--- src/rtl/gshare_spec_predictor_pkg.sv ---
// gshare_pkg: shared types and helpers for the gshare speculative predictor.
//   gs_state_t  : sweep/run control state
//   gs_upd_t    : U1->U2 update pipeline register (idx, ctr, taken, valid)
//   sat_update  : width-generic saturating counter step
// The struct fields are sized to the largest supported table/counter, and
// users cast to their own IDX_BITS/CTR_BITS. This keeps the package free of
// per-instance parameters.
package gshare_pkg;

  localparam int GS_IDX_MAX = 16;  // up to 64K counters
  localparam int GS_CTR_MAX = 8;   // up to 8-bit counters

  typedef enum logic {INIT = 1'b0, RUN = 1'b1} gs_state_t;

  typedef struct packed {
    logic [GS_IDX_MAX-1:0] idx;
    logic [GS_CTR_MAX-1:0] ctr;
    logic                  taken;
    logic                  valid;
  } gs_upd_t;

  // Step a w-bit counter toward taken/not-taken, clamping at 0 and 2^w-1.
  function automatic logic [GS_CTR_MAX-1:0] sat_update(
    input logic [GS_CTR_MAX-1:0] old,
    input logic                  taken,
    input int unsigned           w
  );
    logic [GS_CTR_MAX-1:0] lim;
    lim = GS_CTR_MAX'((1 << w) - 1);
    if (taken) return (old >= lim) ? old : old + 1'b1;
    else       return (old == '0)  ? old : old - 1'b1;
  endfunction

endpackage

--- src/rtl/gshare_spec_predictor_if.sv ---
// gshare_spec_predictor_if: fetch/resolve bus of the gshare predictor.
//   master : fetch + branch-resolution side (drives PCs, pushes, updates)
//   slave  : predictor side (returns predictions, history, ready)
// Signals:
//   pc_in[RD_PORTS]        fetch PCs, port 0 oldest
//   is_taken_out[RD_PORTS] combinational predictions
//   hist_out               current speculative history
//   spec_push/spec_taken   speculative history shift, per port
//   upd_*                  resolved-branch update / mispredict restore
//   ready                  low while the table is being initialised
interface gshare_spec_predictor_if #(
  parameter int PC_BITS      = 32,
  parameter int HISTORY_BITS = 8,
  parameter int RD_PORTS     = 2
) ();
  logic [RD_PORTS-1:0][PC_BITS-1:0] pc_in;
  logic [RD_PORTS-1:0]              is_taken_out;
  logic [HISTORY_BITS-1:0]          hist_out;
  logic [RD_PORTS-1:0]              spec_push;
  logic [RD_PORTS-1:0]              spec_taken;
  logic                             upd_valid;
  logic [PC_BITS-1:0]               upd_pc;
  logic [HISTORY_BITS-1:0]          upd_hist;
  logic                             upd_taken;
  logic                             upd_mispredict;
  logic                             ready;

  modport master (
    output pc_in, spec_push, spec_taken, upd_valid, upd_pc, upd_hist,
           upd_taken, upd_mispredict,
    input  is_taken_out, hist_out, ready
  );

  modport slave (
    input  pc_in, spec_push, spec_taken, upd_valid, upd_pc, upd_hist,
           upd_taken, upd_mispredict,
    output is_taken_out, hist_out, ready
  );
endinterface

--- src/rtl/gshare_spec_predictor_ctr_table.sv ---
// gshare_ctr_table: SIZE x CTR_BITS counter storage.
//   clk_i    clock
//   raddr_i  NRD asynchronous read addresses
//   rdata_o  NRD read data
//   we_i/waddr_i/wdata_i  single synchronous write port
// No reset: contents are established by the predictor's init sweep.
module gshare_ctr_table #(
  parameter int SIZE     = 1024,
  parameter int CTR_BITS = 2,
  parameter int NRD      = 3,
  localparam int IDX_BITS = $clog2(SIZE)
) (
  input  logic                          clk_i,
  input  logic [NRD-1:0][IDX_BITS-1:0]  raddr_i,
  output logic [NRD-1:0][CTR_BITS-1:0]  rdata_o,
  input  logic                          we_i,
  input  logic [IDX_BITS-1:0]           waddr_i,
  input  logic [CTR_BITS-1:0]           wdata_i
);
  logic [CTR_BITS-1:0] mem_q [SIZE];

  always_ff @(posedge clk_i) begin
    if (we_i) mem_q[waddr_i] <= wdata_i;
  end

  for (genvar g = 0; g < NRD; g++) begin : g_rd
    assign rdata_o[g] = mem_q[raddr_i[g]];
  end
endmodule

--- src/rtl/gshare_spec_predictor.sv ---
// gshare_spec_predictor: multi-port gshare direction predictor with a
// speculative global history and a 2-stage read-modify-write update pipe.
// Ports:
//   clk, rst_n   clock, synchronous active-low reset
//   bus          gshare_spec_predictor_if.slave (predict/push/update/ready)
//   stat_updates, stat_mispredicts  (only with GSHARE_STATS_EN defined)
// After reset the table is swept to weakly-not-taken over SIZE cycles;
// predictions read 0 and all pushes/updates are ignored until ready.
// Update pipe: U1 reads the counter (forwarded from U2 on same index),
// U2 writes the saturated result. Predictions see a write the cycle after.
module gshare_spec_predictor
  import gshare_pkg::*;
#(
  parameter int PC_BITS      = 32,
  parameter int HISTORY_BITS = 8,
  parameter int SIZE         = 1024,
  parameter int CTR_BITS     = 2,
  parameter int RD_PORTS     = 2
) (
  input  logic clk,
  input  logic rst_n,
  gshare_spec_predictor_if.slave bus
`ifdef GSHARE_STATS_EN
  , output logic [31:0] stat_updates
  , output logic [31:0] stat_mispredicts
`endif
);
  localparam int IDX_BITS = $clog2(SIZE);
  localparam logic [CTR_BITS-1:0] WNT = CTR_BITS'((1 << (CTR_BITS-1)) - 1);

  gs_state_t               state_q, state_d;
  logic [IDX_BITS-1:0]     ptr_q, ptr_d;
  logic [HISTORY_BITS-1:0] hist_q, hist_d;
  gs_upd_t                 u2_q, u2_d;
  logic                    run;

  logic [RD_PORTS:0][IDX_BITS-1:0] raddr;
  logic [RD_PORTS:0][CTR_BITS-1:0] rdata;
  logic                            we;
  logic [IDX_BITS-1:0]             waddr;
  logic [CTR_BITS-1:0]             wdata;
  logic [IDX_BITS-1:0]             idx_u;
  logic [CTR_BITS-1:0]             u1_old, u2_new;

  // pc[IDX_BITS:1] xor zero-extended history
  function automatic logic [IDX_BITS-1:0] gs_idx(
    input logic [PC_BITS-1:0]      pc,
    input logic [HISTORY_BITS-1:0] h
  );
    return IDX_BITS'(pc >> 1) ^ IDX_BITS'(h);
  endfunction

  assign run          = (state_q == RUN);
  assign bus.ready    = run;
  assign bus.hist_out = hist_q;

  // ---- prediction ports: last read port is reserved for U1 ----
  for (genvar p = 0; p < RD_PORTS; p++) begin : g_pred
    assign raddr[p] = gs_idx(bus.pc_in[p], hist_q);
    // counter above weakly-not-taken == MSB set
    assign bus.is_taken_out[p] = run && (rdata[p] > WNT);
  end
  assign idx_u           = gs_idx(bus.upd_pc, bus.upd_hist);
  assign raddr[RD_PORTS] = idx_u;

  gshare_ctr_table #(
    .SIZE(SIZE), .CTR_BITS(CTR_BITS), .NRD(RD_PORTS + 1)
  ) u_tbl (
    .clk_i(clk), .raddr_i(raddr), .rdata_o(rdata),
    .we_i(we), .waddr_i(waddr), .wdata_i(wdata)
  );

  // ---- init sweep FSM ----
  always_comb begin
    state_d = state_q;
    ptr_d   = ptr_q;
    if (state_q == INIT) begin
      ptr_d = ptr_q + 1'b1;
      if (ptr_q == IDX_BITS'(SIZE - 1)) state_d = RUN;
    end
  end

  // ---- update pipe ----
  assign u2_new = CTR_BITS'(sat_update(u2_q.ctr, u2_q.taken, CTR_BITS));
  // Same-index forward so back-to-back updates accumulate.
  assign u1_old = (u2_q.valid && (u2_q.idx == GS_IDX_MAX'(idx_u))) ? u2_new
                                                                    : rdata[RD_PORTS];

  always_comb begin
    u2_d = '0;
    if (run && bus.upd_valid) begin
      u2_d.idx   = GS_IDX_MAX'(idx_u);
      u2_d.ctr   = GS_CTR_MAX'(u1_old);
      u2_d.taken = bus.upd_taken;
      u2_d.valid = 1'b1;
    end
  end

  // Single write port: sweep owns it in INIT, U2 in RUN. Gated by rst_n so
  // an in-flight U2 is dropped on the reset edge.
  always_comb begin
    we    = 1'b0;
    waddr = '0;
    wdata = '0;
    if (rst_n) begin
      if (!run) begin
        we    = 1'b1;
        waddr = ptr_q;
        wdata = WNT;
      end else if (u2_q.valid) begin
        we    = 1'b1;
        waddr = IDX_BITS'(u2_q.idx);
        wdata = u2_new;
      end
    end
  end

  // ---- speculative history: restore wins over pushes ----
  always_comb begin
    hist_d = hist_q;
    if (run) begin
      if (bus.upd_mispredict) begin
        hist_d = {bus.upd_hist[HISTORY_BITS-2:0], bus.upd_taken};
      end else begin
        for (int p = 0; p < RD_PORTS; p++) begin
          if (bus.spec_push[p]) hist_d = {hist_d[HISTORY_BITS-2:0], bus.spec_taken[p]};
        end
      end
    end
  end

  always_ff @(posedge clk) begin
    if (!rst_n) begin
      state_q <= INIT;
      ptr_q   <= '0;
      hist_q  <= '0;
      u2_q    <= '0;
    end else begin
      state_q <= state_d;
      ptr_q   <= ptr_d;
      hist_q  <= hist_d;
      u2_q    <= u2_d;
    end
  end

`ifdef GSHARE_STATS_EN
  logic [31:0] stat_upd_q, stat_mis_q;

  always_ff @(posedge clk) begin
    if (!rst_n) begin
      stat_upd_q <= '0;
      stat_mis_q <= '0;
    end else if (run && bus.upd_valid) begin
      if (stat_upd_q != '1) stat_upd_q <= stat_upd_q + 32'd1;
      if (bus.upd_mispredict && (stat_mis_q != '1)) stat_mis_q <= stat_mis_q + 32'd1;
    end
  end

  assign stat_updates     = stat_upd_q;
  assign stat_mispredicts = stat_mis_q;
`endif
endmodule

--- src/flat_wrapper.sv ---
// flat-port wrapper written by rule: the top's interface ports become plain ports
module gshare_spec_predictor_flat import gshare_pkg::*;
#(
  parameter int PC_BITS      = 32,
  parameter int HISTORY_BITS = 8,
  parameter int SIZE         = 1024,
  parameter int CTR_BITS     = 2,
  parameter int RD_PORTS     = 2
)
  (clk, rst_n, bus_pc_in, bus_spec_push, bus_spec_taken, bus_upd_valid, bus_upd_pc, bus_upd_hist, bus_upd_taken, bus_upd_mispredict, bus_is_taken_out, bus_hist_out, bus_ready);
  gshare_spec_predictor_if #(.PC_BITS(PC_BITS), .HISTORY_BITS(HISTORY_BITS), .RD_PORTS(RD_PORTS)) bus_i ();
  input  logic clk;
  input  logic rst_n;
  input wire logic [$bits(bus_i.pc_in)-1:0] bus_pc_in;
  input wire logic [$bits(bus_i.spec_push)-1:0] bus_spec_push;
  input wire logic [$bits(bus_i.spec_taken)-1:0] bus_spec_taken;
  input wire logic [$bits(bus_i.upd_valid)-1:0] bus_upd_valid;
  input wire logic [$bits(bus_i.upd_pc)-1:0] bus_upd_pc;
  input wire logic [$bits(bus_i.upd_hist)-1:0] bus_upd_hist;
  input wire logic [$bits(bus_i.upd_taken)-1:0] bus_upd_taken;
  input wire logic [$bits(bus_i.upd_mispredict)-1:0] bus_upd_mispredict;
  output wire logic [$bits(bus_i.is_taken_out)-1:0] bus_is_taken_out;
  output wire logic [$bits(bus_i.hist_out)-1:0] bus_hist_out;
  output wire logic [$bits(bus_i.ready)-1:0] bus_ready;
  assign bus_i.pc_in = bus_pc_in;
  assign bus_i.spec_push = bus_spec_push;
  assign bus_i.spec_taken = bus_spec_taken;
  assign bus_i.upd_valid = bus_upd_valid;
  assign bus_i.upd_pc = bus_upd_pc;
  assign bus_i.upd_hist = bus_upd_hist;
  assign bus_i.upd_taken = bus_upd_taken;
  assign bus_i.upd_mispredict = bus_upd_mispredict;
  assign bus_is_taken_out = bus_i.is_taken_out;
  assign bus_hist_out = bus_i.hist_out;
  assign bus_ready = bus_i.ready;
  gshare_spec_predictor #(.PC_BITS(PC_BITS), .HISTORY_BITS(HISTORY_BITS), .SIZE(SIZE), .CTR_BITS(CTR_BITS), .RD_PORTS(RD_PORTS)) u_core (.clk(clk), .rst_n(rst_n), .bus(bus_i));
endmodule
--- config.mk ---
export PLATFORM = sky130hd
export DESIGN_NAME = gshare_spec_predictor_flat
export DESIGN_NICKNAME = d
export VERILOG_FILES = /design/src/rtl/gshare_spec_predictor_pkg.sv /design/src/rtl/gshare_spec_predictor_if.sv /design/src/rtl/gshare_spec_predictor_ctr_table.sv /design/src/rtl/gshare_spec_predictor.sv /design/src/flat_wrapper.sv
export SDC_FILE = /design/constraint.sdc
export NUM_CORES = 2
export LEC_CHECK = 0
export CAP_MARGIN = 30
export CELL_PAD_IN_SITES_DETAIL_PLACEMENT = 1
export CELL_PAD_IN_SITES_GLOBAL_PLACEMENT = 1
export CORE_MARGIN = 4
export CORE_UTILIZATION = 35
export DETAILED_ROUTE_END_ITERATION = 6
export HOLD_SLACK_MARGIN = 0.05
export PLACE_DENSITY = 0.59
export REMOVE_ABC_BUFFERS = 1
export SYNTH_ARGS = -nofsm -noshare
export SYNTH_HDL_FRONTEND = slang
export SYNTH_SLANG_ARGS = --single-unit
--- constraint.sdc ---
create_clock -name clk -period 41.4 [get_ports clk]
set_input_delay 8.28 -clock clk [delete_from_list [all_inputs] [get_ports clk]]
set_output_delay 8.28 -clock clk [all_outputs]
set_load 0.05 [all_outputs]
==> run metrics <==
Starting Density 0.352; Mapped Cells 6872; total gr overflow 0; DR vias 69800; fraction of registers with async set/reset 0; fin crit period 23830 ps; crit path from bus_pc_in[2]; IO Port Bufs 57; Leak 33.0 nW; Remaining DRCs 3; worst-margin pin slew 1230 ps; Clock Tree Buf Depth 4; Layout Nets 6932; fmax 42.0 MHz; CP startpoint kind input pin; worst skew pair latency 940 ps; vias in the first global route 70000; synth warn 0; CTS tree built; Setup Slack @ Placement 17710 ps; Critical Path End Type primary output; PD cells 42.1 nW/um^2; Die Y 550 um; Die Wd 550 um; Site Rows 198; first-pass GRT wire length 569 mm; io pins 124; hold buffers post-CTS 0; Post-synth top flop edfxtp_1; Core Util, Final 0.396; WL final 411 mm; hold wc startpoint u_core.ptr_q[9]; router iterations before antenna repair 7; CTS buffer count 232; clk_skew 69.8 ps; RSZ-0062 raised after global routing no; Yosys reg bits 2081; first-iteration detailed-routing DRC count 9909; total track usage 0.267; Worst R2R Start u_core.bus.ready; Max Cap Violations 0; CTS sink cnt 2081; CP Data Arrival Time 15550 ps; die area 302000 um^2; H-Tree Depth 4; final hold violation count 0; Sequential Area 62200 um^2; Final Slew Violations 0; outcome complete, but fails checks; DP Wirelength 251 mm; final worst setup slack 17570 ps; Rel. slew slack 0.177; largest net degree at the start of global routing 240; CTS clk-pin slew, worst paths 60 ps; post-CTS setup repair buffer count 0; CTS Root Buffer Type clkbuf_16; share of cells above drive strength 1 0.219; initial antenna violation count 31; critical path peak fanout 108; mapped cell area 103000 um^2; Area Growth Syn to Fin 12.5%; EDFF count, synth 2048; critical path type input pin to primary output; Final setup viols 0; WL per Instance 37.7 um; multi-input logic area 38000 um^2; Final Wtd Congestion 0.914; Distinct cells, synth 77; Core Area 292000 um^2; # fillers 29300; VDD IR max 0.0422 mV; commonest cells after routing, fill and taps aside edfxtp_1, nor2_1, mux4_2; most common cell after layout, fill and taps aside edfxtp_1; Final ANT Viol Nets 0; HP Class flop to flop; failing checks DRC; Mean Syn Cell Area 14.9 um^2; Seq/Total Area, Yosys 0.605; WP data required 33120 ps; DR vias/cell 6.39; PostCTS Resize Cnt 0; Final period util 0.575
## worst max-delay path, cell delays in order
cell             delay, ps
clkdlybuf4s50_1        560
xor2_4                 180
buf_12                 660
buf_4                  800
buf_4                  690
buf_4                  670
mux4_2                 360
mux4_2                 320
a22oi_1                 80
o311ai_0               280
a21oi_1                170
or4_1                  720
a21oi_1                600
clkdlybuf4s50_1        930
## registers in the layout, summed over array words and instances (netlist names)
register / cells
u_core.bus.hist_out: 8
u_core.ptr_q: 10
u_core.u2_q: 14
u_core.u_tbl.mem_q: 2048
u_core.bus.ready: 1
## layer usage
| layer | GRT usage | vias up | wire, um |
|---|---|---|---|
| met5 | 0 | - | 78 |
| met2 | 0.409 | 4184 | 186000 |
| met1 | 0.368 | 37600 | 162000 |
| li1 | - | 27100 | - |
| met3 | 0.0572 | 852 | 42100 |
| met4 | 0.114 | 12 | 20500 |
## final timing paths
kind | cells after the start | end | slack, ps
worst max-delay path | 14 | bus_is_taken_out[0] | 17570
worst min-delay path | 2 | u_core.ptr_q[9] | 550
worst max register to register | 7 | u_core.u_tbl.mem_q[665][1] | 35690
worst min register to register | 2 | u_core.ptr_q[9] | 550
## where the power goes
| part | internal (W) | total [W] | switching (W) |
|---|---|---|---|
| Clock | 0.00118 | 0.00206 | 0.000882 |
| Combinational | 0.000146 | 0.000503 | 0.000358 |
| Sequential | 0.00230 | 0.00230 | 0.000000458 |
| Total | 0.00362 | 0.00486 | 0.00124 |
## metrics by stage
step | hold WS (ps) | cells | setup TNS [ps] | instance area (um^2) | power (W)
after floorplan | 478 | 6261 | -18260 | 99500 | 0.00283
after global placement | 533 | 10500 | 0 | 108000 | 0.00283
after detailed placement | 549 | 10500 | 0 | 108000 | 0.00283
after CTS | 558 | 10900 | 0 | 115000 | 0.00487
after global routing | 593 | 10900 | 0 | 116000 | 0.00499
final | 546 | 10900 | 0 | 116000 | 0.00486
## layout make-up
type / count / share of cell area
Sequential cell: 2081 / 0.538
Multi-Input combinational cell: 4170 / 0.329
Clock buffer: 276 / 0.0519
Tap cell: 3900 / 0.0422
Timing Repair Buffer: 323 / 0.0272
Clock inverter: 142 / 0.0118
Inverter: 10 / 0.000325
Antenna cell: 8 / 0.000173
## synthesized netlist by cell type, types with 9 or more instances
cell       instances  share of area
a211oi_1          48         0.0035
a22oi_1           59         0.0043
buf_6             48         0.0053
a311oi_1          20         0.0017
buf_2            128         0.0062
o211ai_1          13        0.00095
inv_1              9        0.00033
xor2_1            20         0.0017
nor3_1            30         0.0015
nor4_1            16        0.00097
xnor2_1           34         0.0029
mux4_2           851           0.19
o2111ai_1         58         0.0049
and2_1            50         0.0030
mux2i_1          217          0.021
a221oi_1          66         0.0056
clkbuf_1         242         0.0088
a22o_1             9        0.00077
nor2b_1           12        0.00073
nand2_1          816          0.030
a32oi_1           33         0.0028
edfxtp_1        2048           0.60
buf_4             67         0.0049
o21ai_0           68         0.0033
and3_1            12        0.00073
buf_1            112         0.0041
nand4_1           43         0.0026
nor2_1          1119          0.041
a31oi_1           75         0.0046
mux4_1            46          0.012
o22ai_1           35         0.0021
nand3_1          266          0.013
dfxtp_1           33         0.0064
a21oi_1           64         0.0031
## cell families (layout without fill, tap and decap cells)
| family | count (synthesis) | count (layout) | share of synthesized area |
|---|---|---|---|
| other | 0 | 8 | 0 |
| adders and majority gates | 3 | 3 | 0.000317 |
| xor gates and xnor gates | 58 | 58 | 0.00546 |
| and+or+nand+nor | 2384 | 2384 | 0.0947 |
| buffers and inverters | 621 | 751 | 0.0316 |
| muxes | 1114 | 1114 | 0.220 |
| DFF | 2081 | 2081 | 0.605 |
| AOI/OAI and AO/OA | 611 | 611 | 0.0432 |
Power figures use the tool's default switching activity.
